[config.mk]
export PLATFORM = sky130hd
export DESIGN_NAME = mos6502_int_sequencer
export DESIGN_NICKNAME = d
export VERILOG_FILES = /design/src/rtl/mos6502_int_sequencer.sv
export SDC_FILE = /design/constraint.sdc
export NUM_CORES = 1
export LEC_CHECK = 0
export BUFFER_PORTS_ARGS = -buffer_cell sky130_fd_sc_hd__buf_2
export CORE_MARGIN = 1.5
export CORE_UTILIZATION = 42
export CTS_CLUSTER_SIZE = 16
export DETAILED_ROUTE_END_ITERATION = 6
export PLACE_DENSITY = 0.8
export REMOVE_ABC_BUFFERS = 1
export SYNTH_ARGS = -nofsm -noshare
export SYNTH_HDL_FRONTEND = slang
export SYNTH_SLANG_ARGS = --single-unit
[constraint.sdc]
create_clock -name clk -period 1.7 [get_ports clk]
set_clock_uncertainty 0.05 [all_clocks]
set_input_delay 0.17 -clock clk [delete_from_list [all_inputs] [get_ports clk]]
set_output_delay 0.17 -clock clk [all_outputs]
set_load 0.01 [all_outputs]
[src/rtl/mos6502_int_sequencer.sv]
// Interrupt/reset entry sequencer: arbitrates RESET/NMI/IRQ/BRK at an instruction
// boundary, pushes PCH/PCL/P, fetches the vector and hands PC/SP/I back to the core.
module mos6502_int_sequencer #(
  parameter logic [7:0]  STACK_PAGE = 8'h01,
  parameter logic [15:0] NMI_VEC    = 16'hFFFA,
  parameter logic [15:0] RST_VEC    = 16'hFFFC,
  parameter logic [15:0] IRQ_VEC    = 16'hFFFE
) (
  input  logic        clk,
  input  logic        reset,
  input  logic        rdy,
  input  logic        IRQ,
  input  logic        NMI,
  input  logic        brk_req,
  input  logic        sync,
  input  logic        i_flag,
  input  logic [15:0] pc_in,
  input  logic [7:0]  sp_in,
  input  logic [7:0]  psr_in,
  input  logic [7:0]  d_in,
  output logic [15:0] add_bus,
  output logic [7:0]  d_out,
  output logic        write_en,
  output logic        busy,
  output logic [15:0] pc_out,
  output logic        pc_load,
  output logic [7:0]  sp_out,
  output logic        sp_load,
  output logic        set_i
);

  typedef enum logic [2:0] {
    S_IDLE, S_PUSH_PCH, S_PUSH_PCL, S_PUSH_P, S_VEC_LO, S_VEC_HI, S_DONE
  } state_t;

  typedef enum logic [1:0] {K_RST, K_NMI, K_IRQ, K_BRK} kind_t;

  state_t      r_state, w_next;
  kind_t       r_kind, w_kind;
  logic [15:0] r_pc;
  logic [7:0]  r_sp, r_psr, r_lo, r_hi;
  logic        r_vec_nmi, r_rst_pending, r_nmi_pending, r_nmi_prev;
  logic        w_accept, w_nmi_edge, w_nmi_any, w_take_nmi, w_push;
  logic [15:0] w_vec;

  assign w_nmi_edge = ~NMI & r_nmi_prev;
  // A fresh edge counts in the same cycle so NMI beats a coincident IRQ.
  assign w_nmi_any  = r_nmi_pending | w_nmi_edge;
  assign w_take_nmi = (r_state == S_PUSH_P) && (r_kind != K_RST) && w_nmi_any;
  assign w_push     = (r_state == S_PUSH_PCH) || (r_state == S_PUSH_PCL) ||
                      (r_state == S_PUSH_P);
  assign w_vec      = (r_kind == K_RST) ? RST_VEC : (r_vec_nmi ? NMI_VEC : IRQ_VEC);

  always_ff @(posedge clk or negedge reset) begin
    if (!reset) begin
      r_state       <= S_IDLE;
      r_kind        <= K_RST;
      r_pc          <= 16'h0000;
      r_sp          <= 8'h00;
      r_psr         <= 8'h00;
      r_lo          <= 8'h00;
      r_hi          <= 8'h00;
      r_vec_nmi     <= 1'b0;
      r_rst_pending <= 1'b1;
      r_nmi_pending <= 1'b0;
      r_nmi_prev    <= 1'b1;
    end else begin
      r_nmi_prev    <= NMI;
      r_nmi_pending <= (r_nmi_pending | w_nmi_edge) & ~(rdy & w_take_nmi);
      if (rdy) begin
        r_state <= w_next;
        if (w_accept) begin
          r_kind    <= w_kind;
          r_pc      <= pc_in;
          r_sp      <= sp_in;
          r_psr     <= psr_in;
          r_vec_nmi <= 1'b0;
        end
        if (w_push) r_sp <= r_sp - 8'd1;
        if (r_state == S_PUSH_P) r_vec_nmi <= w_take_nmi;
        if (r_state == S_VEC_LO) r_lo <= d_in;
        if (r_state == S_VEC_HI) r_hi <= d_in;
        if (r_state == S_DONE && r_kind == K_RST) r_rst_pending <= 1'b0;
      end
    end
  end

  always_comb begin
    w_next   = r_state;
    w_kind   = r_kind;
    w_accept = 1'b0;
    add_bus  = 16'h0000;
    d_out    = 8'h00;
    write_en = 1'b1;
    case (r_state)
      S_IDLE: begin
        if (r_rst_pending) begin
          w_accept = 1'b1;
          w_kind   = K_RST;
        end else if (sync) begin
          if (w_nmi_any) begin
            w_accept = 1'b1;
            w_kind   = K_NMI;
          end else if (!IRQ && !i_flag) begin
            w_accept = 1'b1;
            w_kind   = K_IRQ;
          end else if (brk_req) begin
            w_accept = 1'b1;
            w_kind   = K_BRK;
          end
        end
        if (w_accept) w_next = S_PUSH_PCH;
      end
      S_PUSH_PCH: begin
        w_next   = S_PUSH_PCL;
        add_bus  = {STACK_PAGE, r_sp};
        d_out    = r_pc[15:8];
        write_en = (r_kind == K_RST);
      end
      S_PUSH_PCL: begin
        w_next   = S_PUSH_P;
        add_bus  = {STACK_PAGE, r_sp};
        d_out    = r_pc[7:0];
        write_en = (r_kind == K_RST);
      end
      S_PUSH_P: begin
        w_next   = S_VEC_LO;
        add_bus  = {STACK_PAGE, r_sp};
        d_out    = {r_psr[7:6], 1'b1, (r_kind == K_BRK), r_psr[3:0]};
        write_en = (r_kind == K_RST);
      end
      S_VEC_LO: begin
        w_next  = S_VEC_HI;
        add_bus = w_vec;
      end
      S_VEC_HI: begin
        w_next  = S_DONE;
        add_bus = w_vec + 16'd1;
      end
      S_DONE:  w_next = S_IDLE;
      default: w_next = S_IDLE;
    endcase
  end

  assign busy    = (r_state != S_IDLE) | r_rst_pending;
  assign pc_out  = {r_hi, r_lo};
  assign sp_out  = r_sp;
  assign pc_load = (r_state == S_DONE);
  assign sp_load = (r_state == S_DONE);
  assign set_i   = (r_state == S_DONE);

endmodule

=== Yosys cells after proc, flatten, opt, wreduce, memory -nomap -nowiden ===
Cells that the tools add are included.

* Add/sub/neg operators: 2
* Multipliers: 0
* Div/mod/pow operators: 0
* Order comparisons: 0
* Eq/ne operators: 8
* Shift operators: 0
* Mux-type cells: 23
* Bitwise operators: 7
* Reduce and logical (&&, ||, !) cells: 25

{| class="wikitable"
|+ Operator list
! kind !! number
|-
| case mux 16 bit (3 select lines) || 1
|-
| case mux 8 bit (3 select lines) || 1
|-
| case mux 3 bit (6 select lines) || 1
|-
| 2-to-1 mux 8 bit || 2
|-
| AND reduction 2 bit || 7
|-
| 2-to-1 mux 1 bit || 10
|-
| 2-to-1 mux 2 bit || 5
|-
| == test 3 bit (second input constant) || 3
|-
| 2-to-1 mux 3 bit || 3
|-
| nonzero test 2 bit || 4
|-
| subtractor 8 x 1 -> 8 bit (second input constant) || 1
|-
| == test 3 x 2 -> 1 bit (second input constant) || 2
|-
| adder 4 x 2 -> 5 bit (second input constant) || 1
|-
| AND reduction 5 bit || 1
|-
| logical AND 1 bit || 4
|-
| nonzero test 4 bit || 1
|-
| AND 1 bit || 3
|-
| == test 3 x 1 -> 1 bit (second input constant) || 1
|-
| logical NOT 3 bit || 1
|-
| nonzero test 3 bit || 1
|-
| OR reduction 3 bit || 1
|-
| == test 2 bit (second input constant) || 1
|-
| logical NOT 1 bit || 2
|-
| logical NOT 2 bit || 1
|-
| 4 further kinds || 7
|}

* Bits in registers: 57
* Latch bits: 0
* RAM bits: 0
* Memory bits (read-only): 0
* Input bits: 48
* Word-level logic and storage cells: 76
* Memories: 0

=== Longest topological paths before layout ===
* Word-level depth: 10
* Mapped depth: 7
* Gate-level depth less buffers: 6

=== Least setup slack after synthesis ===
Ideal clock, no wire load.

* Path type: register to register
* Start: register r_nmi_prev
* End: register r_kind[0]
* Arrival time: 1.621 ns
* Data required time: 1.525 ns
* Path slack: -0.095 ns
* Stages on the path, launching flop included: 6
* Buffers on the path: 1
* Clock period less this slack: 1.795 ns
* Path through: dfstp_2 -> nor2b_4 -> o41a_4 -> o211ai_4 -> buf_6 -> mux2_2

* Longest elaborated chain between the ends: 8
* Elaborated cells on any way between the ends: 12

{| class="wikitable"
|+ RTL lines
! element !! RTL line !! RTL
|-
| from (decl) || 42 || <nowiki>logic r_vec_nmi, r_rst_pending, r_nmi_pending, r_nmi_prev;</nowiki>
|-
| from (signal assigned) || 66 || <nowiki>r_nmi_prev <= 1'b1;</nowiki>
|-
| from (signal assigned) || 68 || <nowiki>r_nmi_prev <= NMI;</nowiki>
|-
| AND 1 bit (*) || 46 || <nowiki>assign w_nmi_edge = ~NMI & r_nmi_prev;</nowiki>
|-
| bitwise OR 1 bit (*) || 48 || <nowiki>assign w_nmi_any = r_nmi_pending | w_nmi_edge;</nowiki>
|-
| 2-to-1 mux 1 bit || 101 || <nowiki>if (w_nmi_any) begin</nowiki>
|-
| 2-to-1 mux 1 bit || 100 || <nowiki>end else if (sync) begin</nowiki>
|-
| 2-to-1 mux 1 bit || 97 || <nowiki>if (r_rst_pending) begin</nowiki>
|-
| 2-to-1 mux 1 bit (2 in a row) || 95 || <nowiki>case (r_state)</nowiki>
|-
| AND reduction 5 bit (no line) || n/a ||
|-
| to (signal assigned) || 73 || <nowiki>r_kind <= w_kind;</nowiki>
|-
| to (decl) || 39 || <nowiki>kind_t r_kind, w_kind;</nowiki>
|}

Mark *: on every way between the ends. The rest lies on a longest branch, timed or not. The select of a mux whose other input is x is not followed.
A chain may end at the register's enable or synchronous reset.

=== Worst setup path in the final report ===
* Start: register r_nmi_prev
* End: register r_pc[7]

* Longest elaborated chain between the ends: 8

{| class="wikitable"
|+ RTL lines
! element !! RTL line !! RTL
|-
| AND 1 bit || 46 ||
|-
| bitwise OR 1 bit || 48 ||
|-
| 2-to-1 mux 1 bit || 101 ||
|-
| 2-to-1 mux 1 bit || 100 ||
|-
| 2-to-1 mux 1 bit || 97 ||
|-
| 2-to-1 mux 1 bit (2 in a row) || 95 ||
|-
| AND reduction 2 bit (no line) || n/a ||
|-
| to (signal assigned) || 74 || <nowiki>r_pc <= pc_in;</nowiki>
|-
| to (decl) || 40 || <nowiki>logic [15:0] r_pc;</nowiki>
|}

No other way between the ends. The select of a mux whose other input is x is not followed.

==> flow_metrics.py <==
metrics = {
    "outcome": {
        "status": "finished, violations left",
        "violations": "setup timing",
    },
    "timing": {
        "setup_viol_count_final": 45,
        "fin_ws_ns": -0.163,
        "slew_viol_final": 0,
        "fmax_mhz": 537,
        "hold_violations": 0,
        "min_period_ns": 1.86,
        "rsz0062_at_grt": "yes",
        "slew_headroom": 0.650,
        "period_share": 1.10,
        "whs_ns": 0.0373,
        "tightest_slew_ns": 0.524,
    },
    "layout": {
        "multi_input_area_um2": 1380,
        "seqCellArea_um2": 1380,
        "fillers": 526,
        "fin_area_um2": 3880,
        "diodes": 0,
        "drive_gt1_frac": 0.641,
        "fin_nets": 418,
        "area_delta_synth_final_pct": 39.7,
    },
    "synthesis": {
        "syn_inst": 241,
        "synthArstFlopShare": 1.00,
        "synth_cell_types": 45,
        "yosysWarningCount": 0,
        "ys.flop_type": "dfrtp_1",
        "syn-cell-area_um2": 2780,
        "synth_edf_count": 0,
        "yosysSeqAreaShare": 0.496,
        "syn_avg_cell_area_um2": 11.5,
        "ys_ff_latch": 55,
    },
    "cts": {
        "cts.sinks": 55,
        "numCtsBuffers": 5,
        "cts_root_buffer": "clkbuf_8",
        "htreeDepth": 2,
        "clk_latency_ns": 0.30,
        "cts_buffer_depth": 2,
        "path_clk_slew_ns": 0.10,
        "tritoncts": "done",
    },
    "power": {
        "peakVddDrop_mv": 0.932,
        "p_leak_uw": 0.00192,
        "power_density_nw_per_um2": 1900,
        "power_uw": 7390,
    },
    "worst_setup_path": {
        "cp.required_ns": 1.84,
        "worst_r2r_endpoint": "r_pc[7]",
        "worst_ep_arrival_time_ns": 2.00,
        "r2r_start": "r_nmi_prev",
        "worstSetupPathType": "register to register",
        "reg2reg_depth": 5,
        "worstSetupStartpointType": "register",
        "reg2reg_slack_ns": -0.16,
        "endpoint_kind": "register",
        "crit_fanout": 25,
    },
    "global_routing": {
        "grt_pass1_vias": 2256,
        "grt_pass1_wl_mm": 10.8,
        "globalRouteOverflowTotal": 0,
        "gr-usage-all-layers": 0.187,
        "grt_max_degree": 26,
        "antenna_found_initial": 0,
    },
    "place": {
        "port_buffers": 98,
        "hpwl_mm": 4.88,
        "gp_congestion": 0.855,
        "place_area_um2": 3390,
    },
    "die": {
        "start_util": 0.435,
        "die_h_um": 84.3,
        "io_pins": 101,
        "core_um2": 6390,
        "die_x_um": 84.3,
        "die_area_um2": 7110,
        "num_rows": 29,
    },
    "hold_path": {
        "holdPathStages": 2,
        "hold_class": "input port to register",
        "min_from": "pc_in[10]",
        "hold_path_end": "r_pc[10]",
    },
    "detailed_routing": {
        "viasPerCell": 5.28,
        "via_count": 2358,
        "antenna_left": 0,
        "drc": 0,
        "wirelength_mm": 6.89,
        "avgRoutedWirePerCell_um": 15.4,
        "drtIter0Drc": 166,
        "drt_pass1_iterations": 4,
    },
    "job": {
        "cap_violations": 0,
    },
}
[cell families (layout without fill, tap and decap cells)]
kind of cell	count (synthesis)	after routing	synth area share
AND/OR/NAND/NOR	62	62	0.109
flip-flops	55	55	0.496
multiplexers	47	47	0.192
AO/OA/AOI/OAI	45	45	0.128
buffers and inverters	31	160	0.0711
adder cells (fa/ha/maj)	1	1	0.00450
[worst max-delay path: stages, from the launching register on]
cell and delay, ns:
dfstp_2 0.37, nor2b_4 0.12, o41a_4 0.46, o211ai_4 0.19
buf_12 0.20, mux2_2 0.36
[power breakdown]
part           internal (uW)  switching [uW]
clock                    288             419
sequential              1930             446
combinational           2340            1970
total                   4560            2840
[metal layers]
layer | GRT usage | vias up | wire, um
met3 | 0.0403 | 6 | 468
met1 | 0.244 | 1149 | 2910
li1 | - | 1105 | -
met5 | 0 | - | 0
met4 | 0.0499 | 0 | 53
met2 | 0.319 | 98 | 3460
[how the worst max path moves through the flow]
stage,from,end,slack [ns],cells after the start
after floorplan,r_state[1],r_hi[0],-0.54,4
after global placement,r_nmi_prev,r_pc[13],-0.11,5
after detailed placement,r_nmi_prev,r_pc[7],-0.15,5
after CTS,r_nmi_prev,r_pc[7],-0.16,5
after global routing,r_nmi_prev,r_pc[9],-0.20,5
final,r_nmi_prev,r_pc[7],-0.16,5
[flip-flops by register name, summed over array words and instances, names as in the netlist, 2 cells and up]
| register | flops |
|---|---|
| r_pc | 16 |
| r_hi | 8 |
| r_lo | 8 |
| sp_out | 8 |
| r_psr | 6 |
| r_state | 3 |
| r_kind | 2 |
[cells in the final DEF (no fill, tap or decap), types with 2 or more instances in the layout]
cell type / count
a21o_1: 2
a21oi_1: 6
a22o_1: 2
a22oi_2: 7
a32o_1: 5
buf_12: 2
buf_2: 98
buf_4: 32
buf_6: 11
clkbuf_8: 5
clkinvlp_4: 2
dfrtp_1: 51
dfrtp_2: 2
dfstp_2: 2
dlygate4sd3_1: 2
inv_1: 7
mux2_1: 2
mux2_2: 38
mux2_4: 7
nand2_1: 12
nand2_2: 3
nand2b_4: 3
nand3_1: 6
nand4_1: 3
nor2_1: 14
nor2_2: 3
nor2b_4: 2
nor3_1: 4
o21ai_0: 5
o21ai_2: 3
[area by class of cell]
class,instances,area share
multi-input cells,155,0.354
flip-flops and latches,55,0.356
well taps,77,0.0248
inverters,7,0.00677
clock inverters,3,0.00516
clock buffers,5,0.0177
repair buffers,145,0.236
[through the flow]
step / instances / util / setup TNS [ns] / setup slack (ns)
3_3_place_gp: 417 / 0.532 / -3.64 / -0.113
2_1_floorplan: 217 / - / -14.58 / -0.538
3_5_place_dp: 417 / 0.532 / -4.66 / -0.148
5_1_grt: 447 / 0.608 / -7.38 / -0.203
6_report: 447 / 0.608 / -4.82 / -0.163
4_1_cts: 440 / 0.585 / -5.11 / -0.163
[synth_stat cells (2+ instances only)]
cell	number	area, um2
a21o_1	2	15.0
dfstp_2	2	52.6
nand3_1	8	40.0
buf_6	5	56.3
dfrtp_1	53	1330
inv_1	7	26.3
clkbuf_1	7	26.3
a22oi_1	8	60.1
nor2b_1	2	12.5
nand2b_1	3	18.8
mux2_1	2	22.5
mux2_2	44	495
buf_2	3	15.0
a22o_1	2	17.5
o21ai_0	10	50.1
nand4_1	3	18.8
nor3_1	4	20.0
a32o_1	5	50.1
nand2_1	16	60.1
buf_4	8	60.1
nor2_1	17	63.8
a21oi_1	7	35.0
[timing repair]
action	CTS	global route
pin swaps	11	11
gates cloned	1	0
endpoints found under the setup margin	64	70
hold buffers	2	0
endpoints found under the hold margin	19	0
setup buffers	12	7
resized for setup	35	25
Note: power is estimated with default switching activity, not from simulation.
